`src/rtl/pulse_pkg.sv`:
```
// Shared constants and types for the NMR/ESR pulse sequencer.
// Holds width defaults, shadow register reset values and the FSM states.
package pulse_pkg;

  localparam int PER_W_DEF = 32;
  localparam int T_W_DEF   = 16;

  localparam int unsigned DEF_PER   = 100500;
  localparam int unsigned DEF_NUT_W = 0;
  localparam int unsigned DEF_NUT_D = 100;
  localparam int unsigned DEF_P1    = 30;
  localparam int unsigned DEF_DEL   = 200;
  localparam int unsigned DEF_P2    = 60;
  localparam int unsigned DEF_CP    = 1;
  localparam bit          DEF_BL    = 1'b1;
  localparam int unsigned DEF_P_BL  = 50;

  typedef enum logic [2:0] {
    IDLE,
    NUT,
    NGAP,
    P1,
    GAP,
    P2,
    TAIL
  } seq_state_t;

endpackage

```
`src/rtl/pulse_sequencer_if.sv`:
```
// Parameter/output bundle of the pulse sequencer.
// master: control-register side (drives en/upd/params, reads gates); slave: sequencer.
interface pulse_sequencer_if #(
  parameter int PER_W = pulse_pkg::PER_W_DEF,
  parameter int T_W   = pulse_pkg::T_W_DEF
);

  logic             en;
  logic             upd;
  logic [PER_W-1:0] per;
  logic [7:0]       nut_w;
  logic [T_W-1:0]   nut_d;
  logic [T_W-1:0]   p1wid;
  logic [T_W-1:0]   del;
  logic [T_W-1:0]   p2wid;
  logic [7:0]       cp;
  logic             bl;
  logic [7:0]       p_bl;

  logic             pulse;
  logic             sel2;
  logic             inh;
  logic             sync;
  logic             ovr;
  logic             active;

  modport master (
    output en, upd, per, nut_w, nut_d,
    output p1wid, del, p2wid, cp, bl, p_bl,
    input  pulse, sel2, inh, sync, ovr, active
  );

  modport slave (
    input  en, upd, per, nut_w, nut_d,
    input  p1wid, del, p2wid, cp, bl, p_bl,
    output pulse, sel2, inh, sync, ovr, active
  );

endinterface

```
`src/rtl/pulse_blanker.sv`:
```
// Receiver-inhibit generator: inh = pulse, or within p_bl cycles of a fall.
// Ports: clk, rst_n, pulse_d (next pulse), bl, p_bl -> inh (registered).
module pulse_blanker (
  input  logic       clk,
  input  logic       rst_n,
  input  logic       pulse_d,
  input  logic       bl,
  input  logic [7:0] p_bl,
  output logic       inh
);

  // Remaining hold cycles; reloaded every high cycle so the
  // hold always counts from the latest falling edge.
  logic [7:0] hold_q;

  always_ff @(posedge clk or negedge rst_n) begin
    if (!rst_n) begin
      hold_q <= '0;
      inh    <= 1'b0;
    end else begin
      if (pulse_d)
        hold_q <= p_bl;
      else if (hold_q != 8'd0)
        hold_q <= hold_q - 8'd1;
      inh <= bl && (pulse_d || (hold_q != 8'd0));
    end
  end

endmodule

```
`src/rtl/pulse_sequencer.sv`:
```
// Repetition-period pulse sequencer with double-buffered parameters.
// Ports: clk, rst_n, bus (slave: en/upd/params in; pulse/sel2/inh/sync/ovr/active out).
module pulse_sequencer
  import pulse_pkg::*;
#(
  parameter int               PER_W   = PER_W_DEF,
  parameter int               T_W     = T_W_DEF,
  // period loaded on reset; lowered only for fast bring-up
  parameter logic [PER_W-1:0] RST_PER = PER_W'(DEF_PER)
) (
  input  logic             clk,
  input  logic             rst_n,
  pulse_sequencer_if.slave bus
);

  localparam int CW = (PER_W > 32) ? PER_W : 32;

  typedef struct packed {
    logic [PER_W-1:0] per;
    logic [7:0]       nut_w;
    logic [T_W-1:0]   nut_d;
    logic [T_W-1:0]   p1;
    logic [T_W-1:0]   del;
    logic [T_W-1:0]   p2;
    logic [7:0]       cp;
    logic             bl;
    logic [7:0]       p_bl;
  } shadow_t;

  typedef struct packed {
    seq_state_t     st;
    logic [T_W-1:0] cnt;
    logic [7:0]     rem;
  } seg_t;

  localparam shadow_t SH_RST = '{
    per:   RST_PER,
    nut_w: 8'(DEF_NUT_W),
    nut_d: T_W'(DEF_NUT_D),
    p1:    T_W'(DEF_P1),
    del:   T_W'(DEF_DEL),
    p2:    T_W'(DEF_P2),
    cp:    8'(DEF_CP),
    bl:    DEF_BL,
    p_bl:  8'(DEF_P_BL)
  };

  function automatic logic [T_W-1:0] seg_len(
    seq_state_t s,
    shadow_t    sh
  );
    logic [T_W-1:0] l;
    l = '0;
    case (s)
      NUT:       l = T_W'(sh.nut_w);
      NGAP:      l = (sh.nut_w != 8'd0) ? sh.nut_d : '0;
      P1:        l = sh.p1;
      GAP, TAIL: l = sh.del;
      P2:        l = sh.p2;
      default:   l = '0;
    endcase
    return l;
  endfunction

  // Segment order: NUT NGAP P1 {GAP P2 TAIL}* IDLE.
  // TAIL+GAP together form the 2*del spacing between P2 pulses.
  function automatic seg_t succ(seg_t c, shadow_t sh);
    seg_t n;
    n     = c;
    n.cnt = '0;
    case (c.st)
      NUT:  n.st = NGAP;
      NGAP: n.st = P1;
      P1: begin
        // all-empty echo train would never reach a non-empty segment
        if (sh.cp == 8'd0 || (sh.del == '0 && sh.p2 == '0)) begin
          n.st = IDLE;
        end else begin
          n.st  = GAP;
          n.rem = sh.cp;
        end
      end
      GAP:  n.st = P2;
      P2: begin
        if (c.rem <= 8'd1) begin
          n.st = IDLE;
        end else begin
          n.st  = TAIL;
          n.rem = c.rem - 8'd1;
        end
      end
      TAIL:    n.st = GAP;
      default: n.st = IDLE;
    endcase
    return n;
  endfunction

  // Skip empty segments combinationally; at most six hops are needed.
  function automatic seg_t seek(seg_t c0, shadow_t sh);
    seg_t           c;
    logic           done;
    logic [T_W-1:0] l;
    c    = c0;
    done = 1'b0;
    for (int i = 0; i < 8; i++) begin
      if (!done) begin
        l = seg_len(c.st, sh);
        if (c.st == IDLE || l != '0) begin
          c.cnt = l;
          done  = 1'b1;
        end else begin
          c = succ(c, sh);
        end
      end
    end
    if (!done) begin
      c.st  = IDLE;
      c.cnt = '0;
    end
    return c;
  endfunction

  shadow_t          sh_q;
  shadow_t          sh_d;
  shadow_t          sh_in;
  logic             pend_q;
  logic             pend_d;
  logic             run_q;
  logic [PER_W-1:0] t_q;
  logic [PER_W-1:0] t_d;
  logic [PER_W-1:0] p_cur;
  logic             wrap;
  logic             commit;
  logic             start;

  seq_state_t       st_q;
  logic [T_W-1:0]   cnt_q;
  logic [7:0]       rem_q;
  seg_t             cur;
  seg_t             nxt;

  logic [31:0]      e_s1;
  logic [31:0]      e_p1;
  logic [31:0]      e_rep;
  logic [31:0]      e_end;

  logic             pulse_d;
  logic             sel2_d;
  logic             sync_d;
  logic             ovr_d;
  logic             active_d;
  logic             pulse_q;
  logic             sel2_q;
  logic             sync_q;
  logic             ovr_q;
  logic             active_q;
  logic             inh_q;

  always_comb begin
    sh_in.per   = bus.per;
    sh_in.nut_w = bus.nut_w;
    sh_in.nut_d = bus.nut_d;
    sh_in.p1    = bus.p1wid;
    sh_in.del   = bus.del;
    sh_in.p2    = bus.p2wid;
    sh_in.cp    = bus.cp;
    sh_in.bl    = bus.bl;
    sh_in.p_bl  = bus.p_bl;

    p_cur  = (sh_q.per < PER_W'(2)) ? PER_W'(2) : sh_q.per;
    wrap   = run_q && (t_q == p_cur - PER_W'(1));
    commit = bus.en && wrap && pend_q;
    sh_d   = commit ? sh_in : sh_q;

    pend_d = pend_q;
    if (bus.en)
      pend_d = commit ? 1'b0 : (pend_q | bus.upd);
  end

  // End of the last window, used only for overrun detection.
  always_comb begin
    e_s1  = (sh_q.nut_w != 8'd0) ?
            32'(sh_q.nut_w) + 32'(sh_q.nut_d) : 32'd0;
    e_p1  = e_s1 + 32'(sh_q.p1);
    e_rep = 32'(sh_q.del) * 32'd2 + 32'(sh_q.p2);
    e_end = e_p1;
    if (sh_q.cp != 8'd0)
      e_end = e_p1 + 32'(sh_q.del)
            + 32'(sh_q.cp - 8'd1) * e_rep
            + 32'(sh_q.p2);
  end

  always_comb begin
    cur.st  = st_q;
    cur.cnt = cnt_q;
    cur.rem = rem_q;
    nxt     = cur;
    t_d     = t_q;
    start   = !run_q || wrap;

    if (!bus.en) begin
      nxt.st  = IDLE;
      nxt.cnt = '0;
      nxt.rem = '0;
      t_d     = '0;
    end else if (start) begin
      // wrap beats any segment end in the same cycle
      t_d     = '0;
      nxt.st  = NUT;
      nxt.cnt = '0;
      nxt.rem = '0;
      nxt     = seek(nxt, sh_d);
    end else begin
      t_d = t_q + PER_W'(1);
      if (st_q == IDLE)
        nxt = cur;
      else if (cnt_q > T_W'(1))
        nxt.cnt = cnt_q - T_W'(1);
      else
        nxt = seek(succ(cur, sh_q), sh_q);
    end
  end

  always_comb begin
    pulse_d  = 1'b0;
    sel2_d   = 1'b0;
    active_d = (nxt.st != IDLE);
    sync_d   = bus.en && (t_d == '0);
    ovr_d    = bus.en && !start &&
               (t_d == p_cur - PER_W'(1)) &&
               (CW'(e_end) > CW'(p_cur));
    unique case (1'b1)
      (nxt.st == P2): begin
        pulse_d = 1'b1;
        sel2_d  = 1'b1;
      end
      (nxt.st == NUT),
      (nxt.st == P1): pulse_d = 1'b1;
      default: ;
    endcase
  end

  always_ff @(posedge clk or negedge rst_n) begin
    if (!rst_n) begin
      st_q  <= IDLE;
      cnt_q <= '0;
      rem_q <= '0;
    end else begin
      st_q  <= nxt.st;
      cnt_q <= nxt.cnt;
      rem_q <= nxt.rem;
    end
  end

  always_ff @(posedge clk or negedge rst_n) begin
    if (!rst_n) begin
      sh_q     <= SH_RST;
      pend_q   <= 1'b0;
      run_q    <= 1'b0;
      t_q      <= '0;
      pulse_q  <= 1'b0;
      sel2_q   <= 1'b0;
      sync_q   <= 1'b0;
      ovr_q    <= 1'b0;
      active_q <= 1'b0;
    end else begin
      sh_q     <= sh_d;
      pend_q   <= pend_d;
      run_q    <= bus.en;
      t_q      <= t_d;
      pulse_q  <= pulse_d;
      sel2_q   <= sel2_d;
      sync_q   <= sync_d;
      ovr_q    <= ovr_d;
      active_q <= active_d;
    end
  end

  pulse_blanker u_blank (
    .clk     (clk),
    .rst_n   (rst_n),
    .pulse_d (pulse_d),
    .bl      (bus.en && sh_d.bl),
    .p_bl    (sh_d.p_bl),
    .inh     (inh_q)
  );

  assign bus.pulse  = pulse_q;
  assign bus.sel2   = sel2_q;
  assign bus.inh    = inh_q;
  assign bus.sync   = sync_q;
  assign bus.ovr    = ovr_q;
  assign bus.active = active_q;

endmodule
```
`src/flat_wrapper.sv`:
```
// flat-port wrapper written by rule: the top's interface ports become plain ports
module pulse_sequencer_flat import pulse_pkg::*;
#(
  parameter int               PER_W   = PER_W_DEF,
  parameter int               T_W     = T_W_DEF,
                                                           
  parameter logic [PER_W-1:0] RST_PER = PER_W'(DEF_PER)
)
  (clk, rst_n, bus_en, bus_upd, bus_per, bus_nut_w, bus_nut_d, bus_p1wid, bus_del, bus_p2wid, bus_cp, bus_bl, bus_p_bl, bus_pulse, bus_sel2, bus_inh, bus_sync, bus_ovr, bus_active);
  pulse_sequencer_if #(.PER_W(PER_W), .T_W(T_W)) bus_i ();
  input  logic clk;
  input  logic rst_n;
  input wire logic [$bits(bus_i.en)-1:0] bus_en;
  input wire logic [$bits(bus_i.upd)-1:0] bus_upd;
  input wire logic [$bits(bus_i.per)-1:0] bus_per;
  input wire logic [$bits(bus_i.nut_w)-1:0] bus_nut_w;
  input wire logic [$bits(bus_i.nut_d)-1:0] bus_nut_d;
  input wire logic [$bits(bus_i.p1wid)-1:0] bus_p1wid;
  input wire logic [$bits(bus_i.del)-1:0] bus_del;
  input wire logic [$bits(bus_i.p2wid)-1:0] bus_p2wid;
  input wire logic [$bits(bus_i.cp)-1:0] bus_cp;
  input wire logic [$bits(bus_i.bl)-1:0] bus_bl;
  input wire logic [$bits(bus_i.p_bl)-1:0] bus_p_bl;
  output wire logic [$bits(bus_i.pulse)-1:0] bus_pulse;
  output wire logic [$bits(bus_i.sel2)-1:0] bus_sel2;
  output wire logic [$bits(bus_i.inh)-1:0] bus_inh;
  output wire logic [$bits(bus_i.sync)-1:0] bus_sync;
  output wire logic [$bits(bus_i.ovr)-1:0] bus_ovr;
  output wire logic [$bits(bus_i.active)-1:0] bus_active;
  assign bus_i.en = bus_en;
  assign bus_i.upd = bus_upd;
  assign bus_i.per = bus_per;
  assign bus_i.nut_w = bus_nut_w;
  assign bus_i.nut_d = bus_nut_d;
  assign bus_i.p1wid = bus_p1wid;
  assign bus_i.del = bus_del;
  assign bus_i.p2wid = bus_p2wid;
  assign bus_i.cp = bus_cp;
  assign bus_i.bl = bus_bl;
  assign bus_i.p_bl = bus_p_bl;
  assign bus_pulse = bus_i.pulse;
  assign bus_sel2 = bus_i.sel2;
  assign bus_inh = bus_i.inh;
  assign bus_sync = bus_i.sync;
  assign bus_ovr = bus_i.ovr;
  assign bus_active = bus_i.active;
  pulse_sequencer #(.PER_W(PER_W), .T_W(T_W), .RST_PER(RST_PER)) u_core (.clk(clk), .rst_n(rst_n), .bus(bus_i));
endmodule
```
`config.mk`:
```
export PLATFORM = sky130hd
export DESIGN_NAME = pulse_sequencer_flat
export DESIGN_NICKNAME = d
export VERILOG_FILES = /design/src/rtl/pulse_pkg.sv /design/src/rtl/pulse_sequencer_if.sv /design/src/rtl/pulse_blanker.sv /design/src/rtl/pulse_sequencer.sv /design/src/flat_wrapper.sv
export SDC_FILE = /design/constraint.sdc
export NUM_CORES = 1
export LEC_CHECK = 0
export BUFFER_PORTS_ARGS = -buffer_cell sky130_fd_sc_hd__buf_2
export CAP_MARGIN = 20
export CORE_UTILIZATION = 31
export DETAILED_ROUTE_END_ITERATION = 12
export GPL_TIMING_DRIVEN = 0
export SLEW_MARGIN = 20
export SYNTH_ARGS = -nofsm -noshare
export SYNTH_HDL_FRONTEND = slang
export SYNTH_HIERARCHICAL = 1
export SYNTH_SLANG_ARGS = --single-unit
```
`constraint.sdc`:
```
create_clock -name clk -period 38.2 [get_ports clk]
set_input_delay 3.82 -clock clk [delete_from_list [all_inputs] [get_ports clk]]
set_output_delay 3.82 -clock clk [all_outputs]
set_load 0.02 [all_outputs]
```
### Word-level counts from Yosys, hierarchy flattened

Cells that the tools add are included.

* add/sub/neg operators: 27
* multiply operators: 1
* magnitude comparators: 19
* eq/ne operators: 103
* mux-type cells: 369
* bitwise operators: 1
* reductions and logical operators: 94

Operators by type and width (number)
* 2-to-1 mux 27 bit: 59
* 2-to-1 mux 16 bit: 81
* case mux 16 bit (5 select lines): 15
* 2-to-1 mux 8 bit: 54
* case mux 3 bit (6 select lines): 16
* case mux 8 bit (2 select lines): 16
* nonzero test 16 bit: 16
* 2-to-1 mux 32 bit: 5
* == test 3 bit, second input constant: 49
* subtractor 8 x 1 -> 8 bit, second input constant: 17
* less-or-equal comparator 8 x 1 -> 1 bit, second input constant: 16
* 2-to-1 mux 3 bit: 38
* == test 3 x 2 -> 1 bit, second input constant: 33
* adder 32 x 16 -> 32 bit: 3
* 2-to-1 mux 89 bit: 1
* 2-to-1 mux 1 bit: 81
* == test 32 bit: 2
* zero test 16 bit: 4
* == test 3 x 1 -> 1 bit, second input constant: 17
* zero test 3 bit: 16
* 2-to-1 mux 19 bit: 2
* adder 32 x 1 -> 32 bit, second input constant: 1
* adder 32 bit: 1
* > comparator 32 bit: 1
* other kinds (22): 70

* bits in registers: 196
* logic and storage cells: 636

### Logic depth before layout (Yosys ltp)

* depth after elaboration: 145
* mapped depth: 77

### Cells and area by module

Netlist, hierarchy kept.

By module, submodules not included
* pulse_sequencer: instances 1, cells an instance 2984, area an instance 24989.0 sq um, seq. area each 4710.8 sq um
* pulse_blanker: instances 1, cells an instance 53, area an instance 516.7 sq um, seq. area each 225.2 sq um

### Least setup slack after synthesis

No wires, ideal clock.

* path type: register -> register
* from: register u_core/sh_q[9] in the netlist's numbering
* to: register u_core.rem_q[0]
* setup time: 0.124 ns
* data arrival time: 13.503 ns
* data required time: 38.076 ns
* path slack: 24.573 ns
* stages on the path, launching flop included: 71
* period minus slack after synthesis: 13.627 ns
* path through: dfstp_2 clkbuf_1 clkinv_1 clkbuf_1 ha_1 nand2b_1 or3_1 buf_6 clkinv_4 o311ai_0 and2_1 ha_1 nor2_1 a311oi_1 nand4_1 o21ai_0 a32o_1 o21ai_1 [... 35 more ...] mux2i_1 a21oi_1 o22ai_1 and4b_1 nor3_1 or2_2 ha_1 nor2_1 nor4_1 a31oi_1 nor2_1 a21oi_1 ha_1 o21ai_0 nor4b_4 and4_1 a311oi_1 a211o_1

* cells in the longest elaborated chain, start to end: 134
* elaborated cells between the ends (all ways): 473
* those cells by class: add/sub (14); order compare (14); eq/ne (84); mux (301); reduce/logical (60)

Ends and longest elaborated chain
* from (decl): RTL line pulse_sequencer.sv:123 `shadow_t sh_q;`
* from (signal assigned): RTL line pulse_sequencer.sv:257 `sh_q <= SH_RST;`
* from (signal assigned): RTL line pulse_sequencer.sv:267 `sh_q <= sh_d;`
* zero test 8 bit: RTL line pulse_sequencer.sv:76 `if (sh.cp == 8'd0 || (sh.del == '0 && sh.p2 == '0)) begin`
* logical OR 1 bit: RTL line pulse_sequencer.sv:76
* 2-to-1 mux 3 bit: RTL line pulse_sequencer.sv:76
* case mux 3 bit (6 select lines): RTL line pulse_sequencer.sv:71 `case (c.st)`
* 2-to-1 mux 3 bit: RTL line pulse_sequencer.sv:217 `else if (cnt_q > T_W'(1))`
* 2-to-1 mux 3 bit: RTL line pulse_sequencer.sv:215 `if (st_q == IDLE)`
* 2-to-1 mux 3 bit: RTL line pulse_sequencer.sv:206 `end else if (start) begin`
* 2-to-1 mux 3 bit: RTL line pulse_sequencer.sv:201 `if (!bus.en) begin`
* [... 118 more ...]
* nonzero test 16 bit: RTL line pulse_sequencer.sv:108 `if (c.st == IDLE || l != '0) begin`
* logical OR 1 bit: RTL line pulse_sequencer.sv:108
* 2-to-1 mux 8 bit: RTL line pulse_sequencer.sv:108
* 2-to-1 mux 27 bit: RTL line pulse_sequencer.sv:106 `if (!done) begin`
* 2-to-1 mux 8 bit: RTL line pulse_sequencer.sv:217
* 2-to-1 mux 27 bit: RTL line pulse_sequencer.sv:215
* 2-to-1 mux 27 bit *: RTL line pulse_sequencer.sv:206
* 2-to-1 mux 27 bit *: RTL line pulse_sequencer.sv:201
* to (signal assigned): RTL line pulse_sequencer.sv:251 `rem_q <= nxt.rem;`
* to (decl): RTL line pulse_sequencer.sv:138 `logic [7:0] rem_q;`

Mark *: on every way between the ends. The rest lies on a longest branch, timed or not. The select of a mux whose other input is x is not followed.
A chain may end at the register's enable or synchronous reset.

### Final worst setup path

Same ends and word-level chain as after synthesis.

==> metrics <==
clock root buffer=clkbuf_16; routed wl met2=roughly 40000 um; # fillers=between 8k and 9k; CTS Hold Bufs=0; # diodes=0; EDFF count, synth=0; CP max stage cell=a311oi_1; final wirelength=88800 um; Period Utilization, post-route=0.476; Post-Syn Area=approximately 26000 um2; # rows=between 100 and 150; Clock transition at path regs=roughly 0.080 ns; met3 wire length=around 5700 um; Post-DRT Antenna Nets=0; Post-synth top cells=inv_1 (334), nor2_1 (262), nand2_1 (222); area of the multi-input gates=18900 um2; outcome=finished clean; area leader, netlist=dfrtp_1; DR vias=approximately 23k; Via density=between 5 and 6; worst-skew pair later-pin latency=0.49 ns; placement-stage cell area=27600 um2; Area Overhead vs Synth=10.6%; Initial Util=0.315; setup TNS=0 ns; Die Footprint=around 83000 um2; asr flop ratio synth=1.00; pin count of the biggest net entering global routing=97; CTS resizes=0; CP bufs+invs=11; first-pass iteration count of the detailed router=6; critical path startpoint category=register; Seq/Total Area, Yosys=0.194; Port Buf Inserts=130; RSZ-0062 raised after global routing=no; delay of the slowest critical-path stage=roughly 0.67 ns; number of global-route vias before repair=roughly 22k; Top delay family on crit path=simple AND/OR/NAND/NOR gates; PD cells=just under 30 nW/um2; CTS Buf Count=17; crit path capture type=register; final layout net count=around 3.7k; CP required=slightly below 40 ns; Mapped Nets=roughly 3.5k; Netlist cell types=~120; Core Region=~81000 um2; top_reg_cell synth=dfrtp_1; total grt overflow=0; initial antenna violation count=1; Chip Height=just under 300 um; Place WS=slightly above 20 ns; final slew viol count=0; ranking of synthesized cells by area=dfrtp_1 (17%), fa_1 (12%), ha_1 (9.8%); share of layout cells above drive strength 1=0.120; post-route clock skew=0.0215 ns; fin crit period=18.20 ns; Post-route DRC=0; Synth top area share=0.168; hpwl dp=73100 um; Worst path most repeated cell=nor2_1; max_slew headroom=0.223; Routed WL per cell=approximately 21 um; Leakage=around 13 nW; crit-path max FO=11; most numerous cell in the Yosys netlist=inv_1; first-pass GRT wire length=between 100000 and 150000 um; Die W=slightly below 300 um; highest routed layer=met5; Sink Count=around 200; Final Hold Viols=0; worst hold path type=reg -> reg; CTS tree=done; Clock Tree Buf Depth=2; sequential cell area=about 5000 um2; buffer count from post-CTS setup fixing=0; slew of the pin with the lowest slew margin=around 1.1 ns; # IOs=around 130; number of max-cap violations=0; worst path arrival time=between 15 and 20 ns; Total GRT Usage=0.213; Post-Syn Area per Cell=8.40 um2; flops & latches, synth=about 200; IR drop worst, VDD=~0.041 mV; count of final setup violators=0; Ys Warns=6; post-route cell area=approximately 28000 um2; H-tree Lvls=4; Placer Congestion=between 0.9 and 1; critical path class=reg -> reg; fmax=between 50 and 60 MHz; Mapped Cells=3037; Iteration-0 DRC Markers=between 1.5k and 2k; final setup margin=around 20 ns; Metal-1 WL=roughly 40000 um
==> placed cells by master (no fill, tap or decap), types with 25 or more instances in the layout <==
master / Yosys / layout
nand2b_1: 56 / 56
mux2_2: 94 / 94
a31oi_1: 33 / 33
and2_1: 25 / 25
nand3_1: 56 / 56
a21o_1: 45 / 45
inv_1: 334 / 334
o21ai_0: 93 / 93
fa_1: 149 / 149
buf_2: 10 / 140
nor3_1: 64 / 62
ha_1: 199 / 199
dfstp_2: 25 / 25
nand4_1: 43 / 43
mux2i_1: 45 / 45
nand2_1: 222 / 222
nor4_1: 49 / 48
dfrtp_1: 171 / 171
xnor2_1: 180 / 179
nor2_1: 262 / 262
a21oi_1: 214 / 213
o21bai_1: 58 / 58
xor2_1: 55 / 54
nor2b_1: 41 / 41
clkbuf_1: 84 / 86
==> cells by family after synthesis <==
family / count (synthesis) / share of synthesized area
compound gates: 712 / 0.192
simple gates: 956 / 0.191
xor+xnor: 235 / 0.0807
mux: 141 / 0.0601
buf+inv: 449 / 0.0685
flops: 196 / 0.194
fa+ha+maj: 348 / 0.215
==> registers in the layout (all words and copies together) (netlist names) <==
name,count
u_core/pend_q,1
u_core/bus.pulse,1
u_core/bus.sel2,1
u_core/st_q,3
u_core/rem_q,8
u_core/t_q,32
u_core/sh_q,121
u_core/run_q,1
u_core/bus.active,1
u_core/u_blank/inh,1
u_core/bus.ovr,1
u_core/cnt_q,16
u_core/bus.sync,1
u_core/u_blank/hold_q,8
==> per-stage QoR <==
stage	hold slack, ns	total power, mW	cells	util
after floorplan	0.471	0.520	3037	-
after global placement	0.481	0.624	4227	0.340
after detailed placement	0.492	0.624	4230	0.341
after CTS	0.510	0.827	4262	0.348
after global routing	0.530	0.885	4262	0.348
final	0.507	0.826	4262	0.348
==> per-layer routing <==
metal / GRT usage / vias up
met5: 0 / -
met4: 0.0729 / 2
met3: 0.0322 / 154
met2: 0.334 / 905
met1: 0.297 / 11347
li1: - / 10947
==> report_power, final <==
group / switching (mW) / leakage [nW] / internal (mW) / total (mW)
clock network: 0.0904 / 0.298 / 0.106 / 0.196
registers: 0.00960 / 2.61 / 0.215 / 0.225
logic: 0.250 / 10.4 / 0.155 / 0.404
==> final timing paths <==
check	endpoint	startpoint	slack (ns)	cells after the start
max	u_core/rem_q[0]	u_core/sh_q[9]	20.00	73
min	u_core/sh_q[6]	u_core/sh_q[6]	0.51	1
max reg2reg	u_core/rem_q[0]	u_core/sh_q[9]	20.00	73
min reg2reg	u_core/sh_q[6]	u_core/sh_q[6]	0.51	1
max in group asynchronous	u_core/sh_q[39]	rst_n	34.34	2
min in group asynchronous	u_core/u_blank/hold_q[3]	rst_n	3.13	1
==> cell type report <==
class | count | area share
plain buffers | 109 | 0.0166
clock buffers | 20 | 0.0158
well taps | 1060 | 0.0470
multi-input cells | 2392 | 0.669
inverters | 340 | 0.0454
repair buffers | 133 | 0.0256
clock inverters | 12 | 0.00590
flip-flops and latches | 196 | 0.175
Note: power is estimated with default switching activity, not from simulation.
